==> config.mk <==
export PLATFORM = sky130hd
export DESIGN_NAME = alu_operand_stage
export DESIGN_NICKNAME = d
export VERILOG_FILES = /design/src/rtl/alu_operand_stage.sv
export SDC_FILE = /design/constraint.sdc
export NUM_CORES = 1
export LEC_CHECK = 0
export ABC_AREA = 1
export CAP_MARGIN = 15
export CORE_MARGIN = 4
export CORE_UTILIZATION = 39
export CTS_CLUSTER_DIAMETER = 60
export DETAILED_ROUTE_END_ITERATION = 6
export PLACE_DENSITY = 0.79
export SLEW_MARGIN = 10
export SYNTH_ARGS = -nofsm -noshare
export SYNTH_HDL_FRONTEND = slang
export SYNTH_SLANG_ARGS = --single-unit
==> constraint.sdc <==
create_clock -name clk -period 1.59 [get_ports clk]
set_clock_uncertainty 0.15 [all_clocks]
set_input_delay 0.318 -clock clk [delete_from_list [all_inputs] [get_ports clk]]
set_output_delay 0.318 -clock clk [all_outputs]
set_load 0.1 [all_outputs]
==> src/rtl/alu_operand_stage.sv <==
// ID/EX operand stage: operand-B select, EX/MEM and MEM/WB forwarding,
// load-use bubble insertion and stall/flush handling for the pipelined MIPS core.
module alu_operand_stage #(
    parameter int DATA_W  = 32,
    parameter int SHAMT_W = 5,
    parameter int REG_AW  = 5
) (
    input  logic              clk,
    input  logic              rst_n,
    input  logic              stall,
    input  logic              flush,
    input  logic              in_valid,
    input  logic [DATA_W-1:0] rs_data,
    input  logic [DATA_W-1:0] rt_data,
    input  logic [DATA_W-1:0] imm_ext,
    input  logic [SHAMT_W-1:0] shamt,
    input  logic [REG_AW-1:0] rs_addr,
    input  logic [REG_AW-1:0] rt_addr,
    input  logic [REG_AW-1:0] in_rd,
    input  logic [1:0]        b_sel,
    input  logic              in_mem_read,
    input  logic              in_mem_write,
    input  logic              exmem_wr,
    input  logic              memwb_wr,
    input  logic [REG_AW-1:0] exmem_rd,
    input  logic [REG_AW-1:0] memwb_rd,
    input  logic [DATA_W-1:0] exmem_data,
    input  logic [DATA_W-1:0] memwb_data,
    output logic [DATA_W-1:0] op_a,
    output logic [DATA_W-1:0] op_b,
    output logic [DATA_W-1:0] store_data,
    output logic [REG_AW-1:0] out_rd,
    output logic              out_mem_read,
    output logic              out_mem_write,
    output logic              out_valid,
    output logic [1:0]        fwd_a,
    output logic [1:0]        fwd_b,
    output logic              load_use
);

    localparam int HALF_W = DATA_W / 2;

    typedef enum logic [1:0] {
        FWD_NONE  = 2'b00,
        FWD_MEMWB = 2'b01,
        FWD_EXMEM = 2'b10
    } fwdSrc_t;

    typedef enum logic [1:0] {
        B_RT    = 2'b00,
        B_IMM   = 2'b01,
        B_SHAMT = 2'b10,
        B_UPPER = 2'b11
    } bSel_t;

    fwdSrc_t           fwdSelA;
    fwdSrc_t           fwdSelB;
    logic [DATA_W-1:0] fa;
    logic [DATA_W-1:0] fb;
    logic [DATA_W-1:0] opBNext;
    logic              usesRt;
    logic              loadUse;

    // The younger EX/MEM result shadows MEM/WB; r0 is hardwired and never forwarded.
    function automatic fwdSrc_t pickSource(
        input logic [REG_AW-1:0] src,
        input logic              exWr,
        input logic [REG_AW-1:0] exRd,
        input logic              wbWr,
        input logic [REG_AW-1:0] wbRd
    );
        if (src == '0)
            return FWD_NONE;
        else if (exWr && (exRd == src))
            return FWD_EXMEM;
        else if (wbWr && (wbRd == src))
            return FWD_MEMWB;
        else
            return FWD_NONE;
    endfunction

    always_comb begin
        fwdSelA = pickSource(rs_addr, exmem_wr, exmem_rd, memwb_wr, memwb_rd);
        fwdSelB = pickSource(rt_addr, exmem_wr, exmem_rd, memwb_wr, memwb_rd);
    end

    // NOTE: every combinational output gets a default before the case so no latch is inferred.
    always_comb begin
        fa = rs_data;
        case (fwdSelA)
            FWD_EXMEM: fa = exmem_data;
            FWD_MEMWB: fa = memwb_data;
            default:   fa = rs_data;
        endcase
    end

    always_comb begin
        fb = rt_data;
        case (fwdSelB)
            FWD_EXMEM: fb = exmem_data;
            FWD_MEMWB: fb = memwb_data;
            default:   fb = rt_data;
        endcase
    end

    always_comb begin
        opBNext = fb;
        case (bSel_t'(b_sel))
            B_IMM:   opBNext = imm_ext;
            B_SHAMT: opBNext = {{(DATA_W-SHAMT_W){1'b0}}, shamt};
            B_UPPER: opBNext = {imm_ext[HALF_W-1:0], {HALF_W{1'b0}}};
            default: opBNext = fb;
        endcase
    end

    // Stores read rt even with an immediate operand B, so they can hazard on rt too.
    assign usesRt  = (b_sel == B_RT) | in_mem_write;
    assign loadUse = out_valid & out_mem_read & (out_rd != '0) & in_valid
                   & ((rs_addr == out_rd) | (usesRt & (rt_addr == out_rd)));
    assign load_use = loadUse;

    // NOTE: sequential state uses non-blocking assignments only; every output flop is reset
    // because downstream stages treat a zero out_valid/fwd as the idle state.
    always_ff @(posedge clk or negedge rst_n) begin
        if (!rst_n) begin
            op_a          <= '0;
            op_b          <= '0;
            store_data    <= '0;
            out_rd        <= '0;
            out_mem_read  <= 1'b0;
            out_mem_write <= 1'b0;
            out_valid     <= 1'b0;
            fwd_a         <= FWD_NONE;
            fwd_b         <= FWD_NONE;
        end else if (flush) begin
            op_a          <= '0;
            op_b          <= '0;
            store_data    <= '0;
            out_rd        <= '0;
            out_mem_read  <= 1'b0;
            out_mem_write <= 1'b0;
            out_valid     <= 1'b0;
            fwd_a         <= FWD_NONE;
            fwd_b         <= FWD_NONE;
        end else if (!stall) begin
            if (loadUse) begin
                // Bubble: kill the control bits, leave the data path untouched.
                out_mem_read  <= 1'b0;
                out_mem_write <= 1'b0;
                out_valid     <= 1'b0;
                fwd_a         <= FWD_NONE;
                fwd_b         <= FWD_NONE;
            end else begin
                op_a          <= fa;
                op_b          <= opBNext;
                store_data    <= fb;
                out_rd        <= in_rd;
                out_mem_read  <= in_valid & in_mem_read;
                out_mem_write <= in_valid & in_mem_write;
                out_valid     <= in_valid;
                fwd_a         <= fwdSelA;
                fwd_b         <= fwdSelB;
            end
        end
    end

endmodule

==> reports/metrics.csv, run 1 <==
stage;metric;value;unit
grt;GRT Util Overall;37.40;%
timing;Final Hold Vio Count;0;
synth;Synth Area in Adders;0.7239;%
synth;Post-Synth XOR/XNOR Area;0.7600;%
cells_and_area;Nets;1668;
timing;Worst slew margin;60.32;%
placement;placed insts;1613;
flow_run;total of max-cap violations;0;
setup_path;crit start category;register;
grt;largest net degree at the start of global routing;73;
route;DR pass1 iterations;6;
setup_path;Setup CP Type;register to register;
grt;initial antenna violation count;1;
synth;multiplexer area fraction after synthesis;0;%
synth;synthesized instance count;1054;
synth;Seq cells post-synth;108;
route;Iteration-0 DRC Markers;1411;
synth;sequential-to-total area share from yosys stat;39.09;%
timing;slew of the pin with the lowest slew margin;0.5930;ns
grt;first-pass GRT wire length;57240;um
floorplan;row cnt;48;
route;post-route ant nets;0;
route;via count;10610;
pwr;Clock Power Share;23.7;%
status;failing checks;setup timing;
floorplan;I/O pin total;310;
floorplan;chip width;141.2;um
setup_path;Worst EP arrival;2.33;ns
timing;fin crit period;2.227;ns
floorplan;DIE AREA;0.01992;mm^2
pwr;power density cells;697.1;mW/mm^2
timing;Slew Viols, Final;0;
cts;clk buf depth;2;
pwr;P_leak;6.625;nW
pwr;part of the power in combinational logic;45.3;%
grt;vias in the first global route;9827;
cts;latest clock arrival within the worst-skew pair;0.37;ns
synth;Avg Inst Size Synth;6.560;um^2
placement;Routability Congestion;1.010;
status;status;complete, but fails checks;
pwr;Worst IR Drop VDD;720.2;uV
synth;synth warn;0;
cells_and_area;share of cells above drive strength 1;37.94;%
floorplan;Die Span Y;141.2;um
min_path;min-delay worst type;primary input to register;
timing;final worst path period share;140.0;%
synth;syn_nets;1259;
synth;post-synthesis compound-gate area fraction;10.44;%
cts;H-tree depth;3;
grt;GRT Residual Overflow;0;
pwr;sw power;4.256;mW
synth;synthesized area;0.006914;mm^2
route;routed wire length;43550;um
setup_path;Worst setup EP type;register;
timing;Fmax achieved;449.1;MHz
route;vias per std cell;6.263;
placement;DPL Wire Length;26240;um
synth;simple-gate portion of the synthesized area;41.98;%
setup_path;Max FO, Critical Path;6;
timing;final setup fails;114;
synth;combinational family with the most area after synthesis;simple AND/OR/NAND/NOR gates;
cts;clock sinks;108;
timing;RSZ-0062 raised after global routing;yes;
pwr;P_int;6.090;mW
cts;CTS Buf Count;9;
cts;CTS tree;yes;
cts;root buf cell;clkbuf_16;
pwr;Reg power frac;31.0;%
synth;Unique masters post-synth;25;
cells_and_area;non-filler cells, final;1694;
timing;Final WS setup;-0.6366;ns
setup_path;Critical Path RT;1.70;ns
cells_and_area;area delta synth->final;114.6;%
placement;port buffer count;309;
floorplan;core area;0.01736;mm^2
pwr;Sw Share;41.14;%
floorplan;initial core utilization;39.84;%
cts;clk slew on worst S/H paths;0.08;ns
route;DRC Markers;0;
timing;setup_tns;-57.39;ns
route;WL/cell;25.71;um
flip-flops by register name, indices dropped and copies added (netlist names):
| signal | count |
|---|---|
| op_a | 32 |
| out_mem_read | 1 |
| fwd_b | 2 |
| out_valid | 1 |
| op_b | 32 |
| out_mem_write | 1 |
| out_rd | 5 |
| store_data | 32 |
| fwd_a | 2 |
power by group through the flow:
stage / Sequential [mW] / Clock [mW] / Combinational [mW]
floorplan: 4.48 / 0 / 0.741
detailed placement: 3.22 / 0 / 4.02
global placement: 3.22 / 0 / 4.00
finish: 3.21 / 2.45 / 4.69
global route: 3.22 / 2.53 / 4.79
CTS: 3.18 / 2.42 / 4.33
worst paths after layout:
path	slack [ns]	startpoint	cells past startpoint	end
max in group asynchronous	0.42	rst_n	3	out_rd[1]
hold / removal	0.32	flush	4	out_valid
min in group asynchronous	0.37	rst_n	3	op_b[9]
hold reg to reg	0.39	store_data[10]	2	store_data[10]
setup reg to reg	-0.64	out_rd[0]	14	op_a[11]
setup / recovery	-0.64	out_rd[0]	14	op_a[11]
cells in the mapped netlist, drive strengths merged:
| cell | n | area share [%] |
|---|---|---|
| nor2 | 116 | 6.4 |
| xor2 | 3 | 0.38 |
| or2 | 3 | 0.27 |
| xnor2 | 3 | 0.38 |
| o22ai | 7 | 0.63 |
| nand4 | 75 | 6.8 |
| nand3 | 80 | 5.9 |
| a31oi | 32 | 2.9 |
| a21boi | 1 | 0.11 |
| dfrtp | 108 | 39 |
| o211ai | 6 | 0.65 |
| clkbuf | 52 | 2.8 |
| a21oi | 32 | 2.3 |
| buf | 23 | 2.0 |
| inv | 41 | 2.2 |
| nand2 | 410 | 22 |
| ha | 4 | 0.72 |
| o21ai | 53 | 3.8 |
| nor3 | 4 | 0.29 |
| nand3b | 1 | 0.11 |
worst max-delay path, cell delays in order (launching register included):
cell	delay, ns
dfrtp_4	0.54
inv_2	0.07
nand2_1	0.04
nand2_1	0.10
nor2_1	0.06
nand3_1	0.08
nand2_2	0.09
buf_4	0.14
buf_4	0.13
nand3_4	0.10
nand2_8	0.12
buf_12	0.18
clkbuf_16	0.16
nand2_1	0.07
nand2_1	0.07
area by class of cell:
cell class,count,area (um^2)
Timing Repair Buffer,473,6401
Multi-Input combinational cell,830,4930
Sequential cell,108,2724
Fill cell,853,2516
Tap cell,225,281.5
Clock buffer,9,225.2
Inverter,41,192.7
Clock inverter,7,83.83
Antenna cell,1,2.502
stage by stage:
stage	cell area [um^2]	hold slack [ns]	power, mW	util, %	setup WS, ns
detailed placement	12190	0.2298	7.242	70.21	-1.437
floorplan	7169	-0.1276	5.221	-	-0.5609
CTS	13700	0.3070	9.924	78.93	-0.5672
global placement	12190	0.2315	7.220	70.21	-1.428
finish	14840	0.3189	10.35	85.50	-0.6366
global route	14840	0.3619	10.55	85.50	-0.6903
cells by family (layout without fill, tap and decap cells):
family,Yosys count,count (layout)
AOI/OAI and AO/OA,131,131
xor gates and xnor gates,6,6
adders and majority gates,4,4
buffers and inverters,116,530
DFF,108,108
other,0,1
and+or+nand+nor,689,689
routing by layer:
metal | part of all wire (%) | routed length [um] | vias up | global-route usage [%]
met3 | 13 | 5457 | 300 | 9.294
met5 | 0 | 0 | - | 0
li1 | - | - | 4346 | -
met2 | 47 | 20480 | 953 | 63.58
met4 | 7.7 | 3337 | 0 | 16.88
met1 | 33 | 14280 | 5011 | 44.60
layout by cell type (no fill, tap or decap), types with 4 or more instances in the layout:
| cell | netlist | final |
|---|---|---|
| nand3_1 | 79 | 52 |
| o21ai_4 | 0 | 13 |
| a31oi_4 | 0 | 9 |
| inv_4 | 0 | 6 |
| inv_1 | 39 | 13 |
| buf_8 | 0 | 9 |
| o21ai_2 | 0 | 18 |
| inv_2 | 2 | 18 |
| nand2_2 | 0 | 68 |
| dfrtp_1 | 108 | 101 |
| nor2_2 | 0 | 14 |
| o211ai_1 | 6 | 6 |
| ha_4 | 0 | 4 |
| buf_6 | 0 | 21 |
| nand3_4 | 0 | 11 |
| a31oi_1 | 32 | 22 |
| buf_12 | 0 | 141 |
| nand2_1 | 410 | 317 |
| nand3_2 | 1 | 17 |
| buf_16 | 0 | 16 |
| a21oi_1 | 32 | 24 |
| o21ai_1 | 0 | 6 |
| o21ai_0 | 53 | 16 |
| o22ai_1 | 7 | 6 |
| a21oi_2 | 0 | 8 |
| nor2_4 | 1 | 11 |
| clkbuf_16 | 0 | 21 |
| nand2_4 | 0 | 24 |
| dfrtp_4 | 0 | 5 |
| nor2_1 | 115 | 91 |
| clkdlybuf4s50_1 | 0 | 176 |
| buf_4 | 11 | 82 |
| nand4_1 | 75 | 75 |
| buf_2 | 6 | 13 |
repair_timing:
action                     CTS  global route
pin swaps                   79            82
hold endpoints to repair   108             0
setup endpoints to repair  114           114
resized for setup          240           209
setup buffers               23            10
hold buffers                 1             0
gates cloned                17            16
Note: power is estimated with default switching activity, not from simulation.
==> run 2, diff against run 1 <==
- ABC_AREA: 1 -> not set
- CORE_UTILIZATION: 39 -> 40
- PLACE_DENSITY: 0.79 -> 0.77
- SLEW_MARGIN: 10 -> 20
==> run 2 against run 1 <==
  * The run still ends with setup timing left
  * Synthesized cell count down 10%
  * Synthesized area up 18%
  * Utilization up 2.3 points
  * Routed wire length up 33%
==> reports/metrics.csv, run 2 <==
stage;metric;value;unit;change
synth;simple-gate portion of the synthesized area;16.20;%;-26 points
timing;final setup fails;112;;-1.8%
setup_path;R2R Path End;op_b[27];;
synth;Synth area leaders;dfrtp_1 (33%), a211oi_2 (6.6%), nand4_1 (5.9%);;
cts;CTS Buf Count;9;;unchanged
pwr;power density cells;711.2;mW/mm^2;+2.0%
floorplan;chip width;151.0;um;+7.0%
synth;Post-Synth XOR/XNOR Area;3.212;%;+2.5 points
floorplan;initial core utilization;40.55;%;+0.72 points
cells_and_area;Reg area;0.002716;mm^2;-0.28%
cts;H-tree depth;3;;unchanged
cells_and_area;Fill cells;797;;-6.6%
grt;initial antenna violation count;4;;+3
route;vias per std cell;7.357;;+17%
setup_path;Max FO, Critical Path;6;;unchanged
cts;root buf cell;clkbuf_16;;
floorplan;DIE AREA;0.02280;mm^2;+14%
flow_run;total of max-cap violations;0;;unchanged
setup_path;Critical Path RT;1.67;ns;-0.03 ns
synth;Synth Area in Adders;0.6119;%;-0.11 points
setup_path;Setup CP Type;primary input to register;;
synth;synthesized area;0.008179;mm^2;+18%
status;status;complete, but fails checks;;
grt;GRT Residual Overflow;0;;unchanged
synth;combinational family with the most area after synthesis;compound AO/OA/AOI/OAI gates;;
placement;DPL Wire Length;28910;um;+10%
timing;Final Hold Vio Count;0;;unchanged
synth;async set-reset flop share out of synthesis;100.0;%;unchanged
grt;largest net degree at the start of global routing;45;;-38%
cells_and_area;share of cells above drive strength 1;52.84;%;+15 points
setup_path;Worst EP arrival;3.08;ns;+0.75 ns
timing;Slew Viols, Final;0;;unchanged
grt;first-pass GRT wire length;72220;um;+26%
route;DR pass1 iterations;6;;unchanged
cells_and_area;area delta synth->final;116.5;%;
setup_path;Worst R2R Start;out_rd[1];;
pwr;Power, Total;12.60;mW;+22%
pwr;P_leak;6.793;nW;+2.5%
placement;port buffer count;309;;unchanged
synth;most frequent cell after synthesis;nand2_1;;
cells_and_area;biggest regs;op_a (32), op_b (32), store_data (32);;
timing;fin crit period;3.000;ns;+0.7734 ns
placement;Routability Congestion;0.9620;;-4.7%
timing;setup_tns;-118.55;ns;-61.16 ns
floorplan;core area;0.02017;mm^2;+16%
synth;multiplexer area fraction after synthesis;2.692;%;+2.7 points
setup_path;crit start category;primary input;;
grt;GRT Util Overall;41.80;%;+4.4 points
setup_path;Worst path max stage delay;0.38;ns;-0.16 ns
floorplan;I/O pin total;310;;unchanged
cells_and_area;Nets;1625;;-2.6%
route;DRC Markers;0;;unchanged
cts;latest clock arrival within the worst-skew pair;0.37;ns;about the same
cts;clock sinks;108;;unchanged
synth;Synth top area share;33.04;%;-6.0 points
setup_path;crit-path cells;clkdlybuf4s15_2 -> xor2_2 -> buf_4 -> nor4_4 -> inv_1 -> ha_4 -> buf_12 -> buf_12 -> buf_8 -> a221o_1 -> o21ai_4 -> o31ai_2 -> a211oi_2 -> a211oi_2;;
route;post-route ant nets;0;;unchanged
cts;CTS tree;yes;;
cells_and_area;multi-input logic area;0.006686;mm^2;+36%
cts;clk slew on worst S/H paths;0.10;ns;+0.02 ns
setup_path;register-to-register setup slack;-1.12;ns;-0.48 ns
synth;syn_nets;1151;;-8.6%
synth;Unique masters post-synth;50;;+100%
synth;Avg Inst Size Synth;8.646;um^2;+32%
setup_path;Critical Path Sink;op_b[27];;
synth;leading area contributor after synthesis;dfrtp_1;;
setup_path;Setup crit start;exmem_rd[4];;
timing;RSZ-0062 raised after global routing;yes;;
status;failing checks;setup timing;;
min_path;min-delay worst type;primary input to asynchronous set/reset pin;;
floorplan;Die Span Y;151.0;um;+7.0%
cells_and_area;most frequent cells in the layout;clkdlybuf4s50_1 (175), buf_12 (153), buf_4 (146);;
route;routed wire length;57790;um;+33%
cells_and_area;commonest non-fill, non-tap cell in the layout;clkdlybuf4s50_1;;
timing;final worst path period share;188.7;%;+49 points
route;Iteration-0 DRC Markers;1903;;+35%
route;via count;12490;;+18%
cts;clk buf depth;2;;unchanged
timing;Worst slew margin;56.55;%;-3.8 points
synth;synthesized instance count;946;;-10%
synth;most frequent cells after synthesis;nand2_1 (127), dfrtp_1 (108), clkbuf_1 (87), nand4_1 (77), o21ai_0 (57);;
timing;Final WS setup;-1.410;ns;-0.7734 ns
timing;Fmax achieved;333.3;MHz;-26%
setup_path;Worst setup EP type;register;;
synth;Seq cells post-synth;108;;unchanged
timing;slew of the pin with the lowest slew margin;0.6503;ns;+0.05732 ns
synth;post-synthesis compound-gate area fraction;36.85;%;+26 points
setup_path;CP max stage cell;a211oi_2;;
synth;prevailing post-synth register cell;dfrtp_1;;
pwr;Worst IR Drop VDD;541.6;uV;-25%
setup_path;Worst Reg2Reg Path Length in Cells;6;;-8
grt;vias in the first global route;11660;;+19%
route;WL/cell;34.03;um;+32%
synth;sequential-to-total area share from yosys stat;33.04;%;-6.0 points
floorplan;row cnt;52;;+8.3%
synth;Post-synth EDFFs;0;;unchanged
synth;synth warn;0;;unchanged
==> run 2: worst min-delay path by stage <==
stage,cells after the start,endpoint,slack (ns),startpoint
2_1_floorplan,0,fwd_a[0],-0.13,rst_n
3_3_place_gp,1,op_b[19],0.04,rst_n
3_5_place_dp,1,store_data[25],0.05,rst_n
4_1_cts,2,store_data[25],0.20,rst_n
5_1_grt,2,store_data[19],0.22,rst_n
6_report,2,store_data[25],0.19,rst_n
==> run 2: area by class of cell <==
type	count	area share, %
inverters	28	0.6429
clock inverters	7	0.4592
multi-input cells	694	37.76
well taps	270	1.908
clock buffers	9	1.272
flip-flops and latches	108	15.34
diodes	3	0.04239
repair buffers	579	42.58
==> run 2: per-layer routing <==
metal  GRT usage (%)  vias up  wire (um)
met5               0        -         37
met4           24.75        4       5644
met3           10.59      469       8230
met2           65.66     1393      24790
met1           51.87     5930      19080
li1                -     4696          -
==> run 2: worst max-delay path, delay by kind of cell <==
| kind | cells | cell delay, ns |
|---|---|---|
| compound gates | 5 | 0.95 |
| xor+xnor | 1 | 0.16 |
| fa+ha+maj | 1 | 0.36 |
| buf+inv | 6 | 0.91 |
| simple gates | 1 | 0.36 |
==> run 2: repair_timing <==
item	in CTS	in global routing
cloned	24	5
endpoints found under the hold margin	88	0
gates resized for setup	389	196
pin swaps	178	174
hold buffers	1	0
buffers inserted	49	43
setup endpoints to repair	112	114
==> run 2: kinds of logic after synthesis <==
kind of cell | after synthesis
compound gates | 372
xor+xnor | 30
fa+ha+maj | 4
buf+inv | 144
flops | 108
mux | 20
simple gates | 268
==> run 2: metrics by stage <==
stage / setup WS [ns] / cells / utilization (%) / hold slack (ns) / cell area, um^2
after detailed placement: -1.894 / 1568 / 68.85 / 0.05017 / 13890
after global placement: -1.815 / 1568 / 68.85 / 0.04375 / 13890
after CTS: -1.138 / 1656 / 82.32 / 0.1999 / 16600
after global routing: -1.472 / 1697 / 87.79 / 0.2176 / 17710
final: -1.410 / 1698 / 87.80 / 0.1907 / 17710
after floorplan: -1.065 / 946 / - / -0.1276 / 8458
==> run 2: report_power, final <==
group	total, mW	switching (mW)	leakage, nW	internal [mW]
clock	2.47	1.34	0.150	1.13
sequential	3.41	0.414	1.39	3.00
combinational	6.71	3.97	5.25	2.75
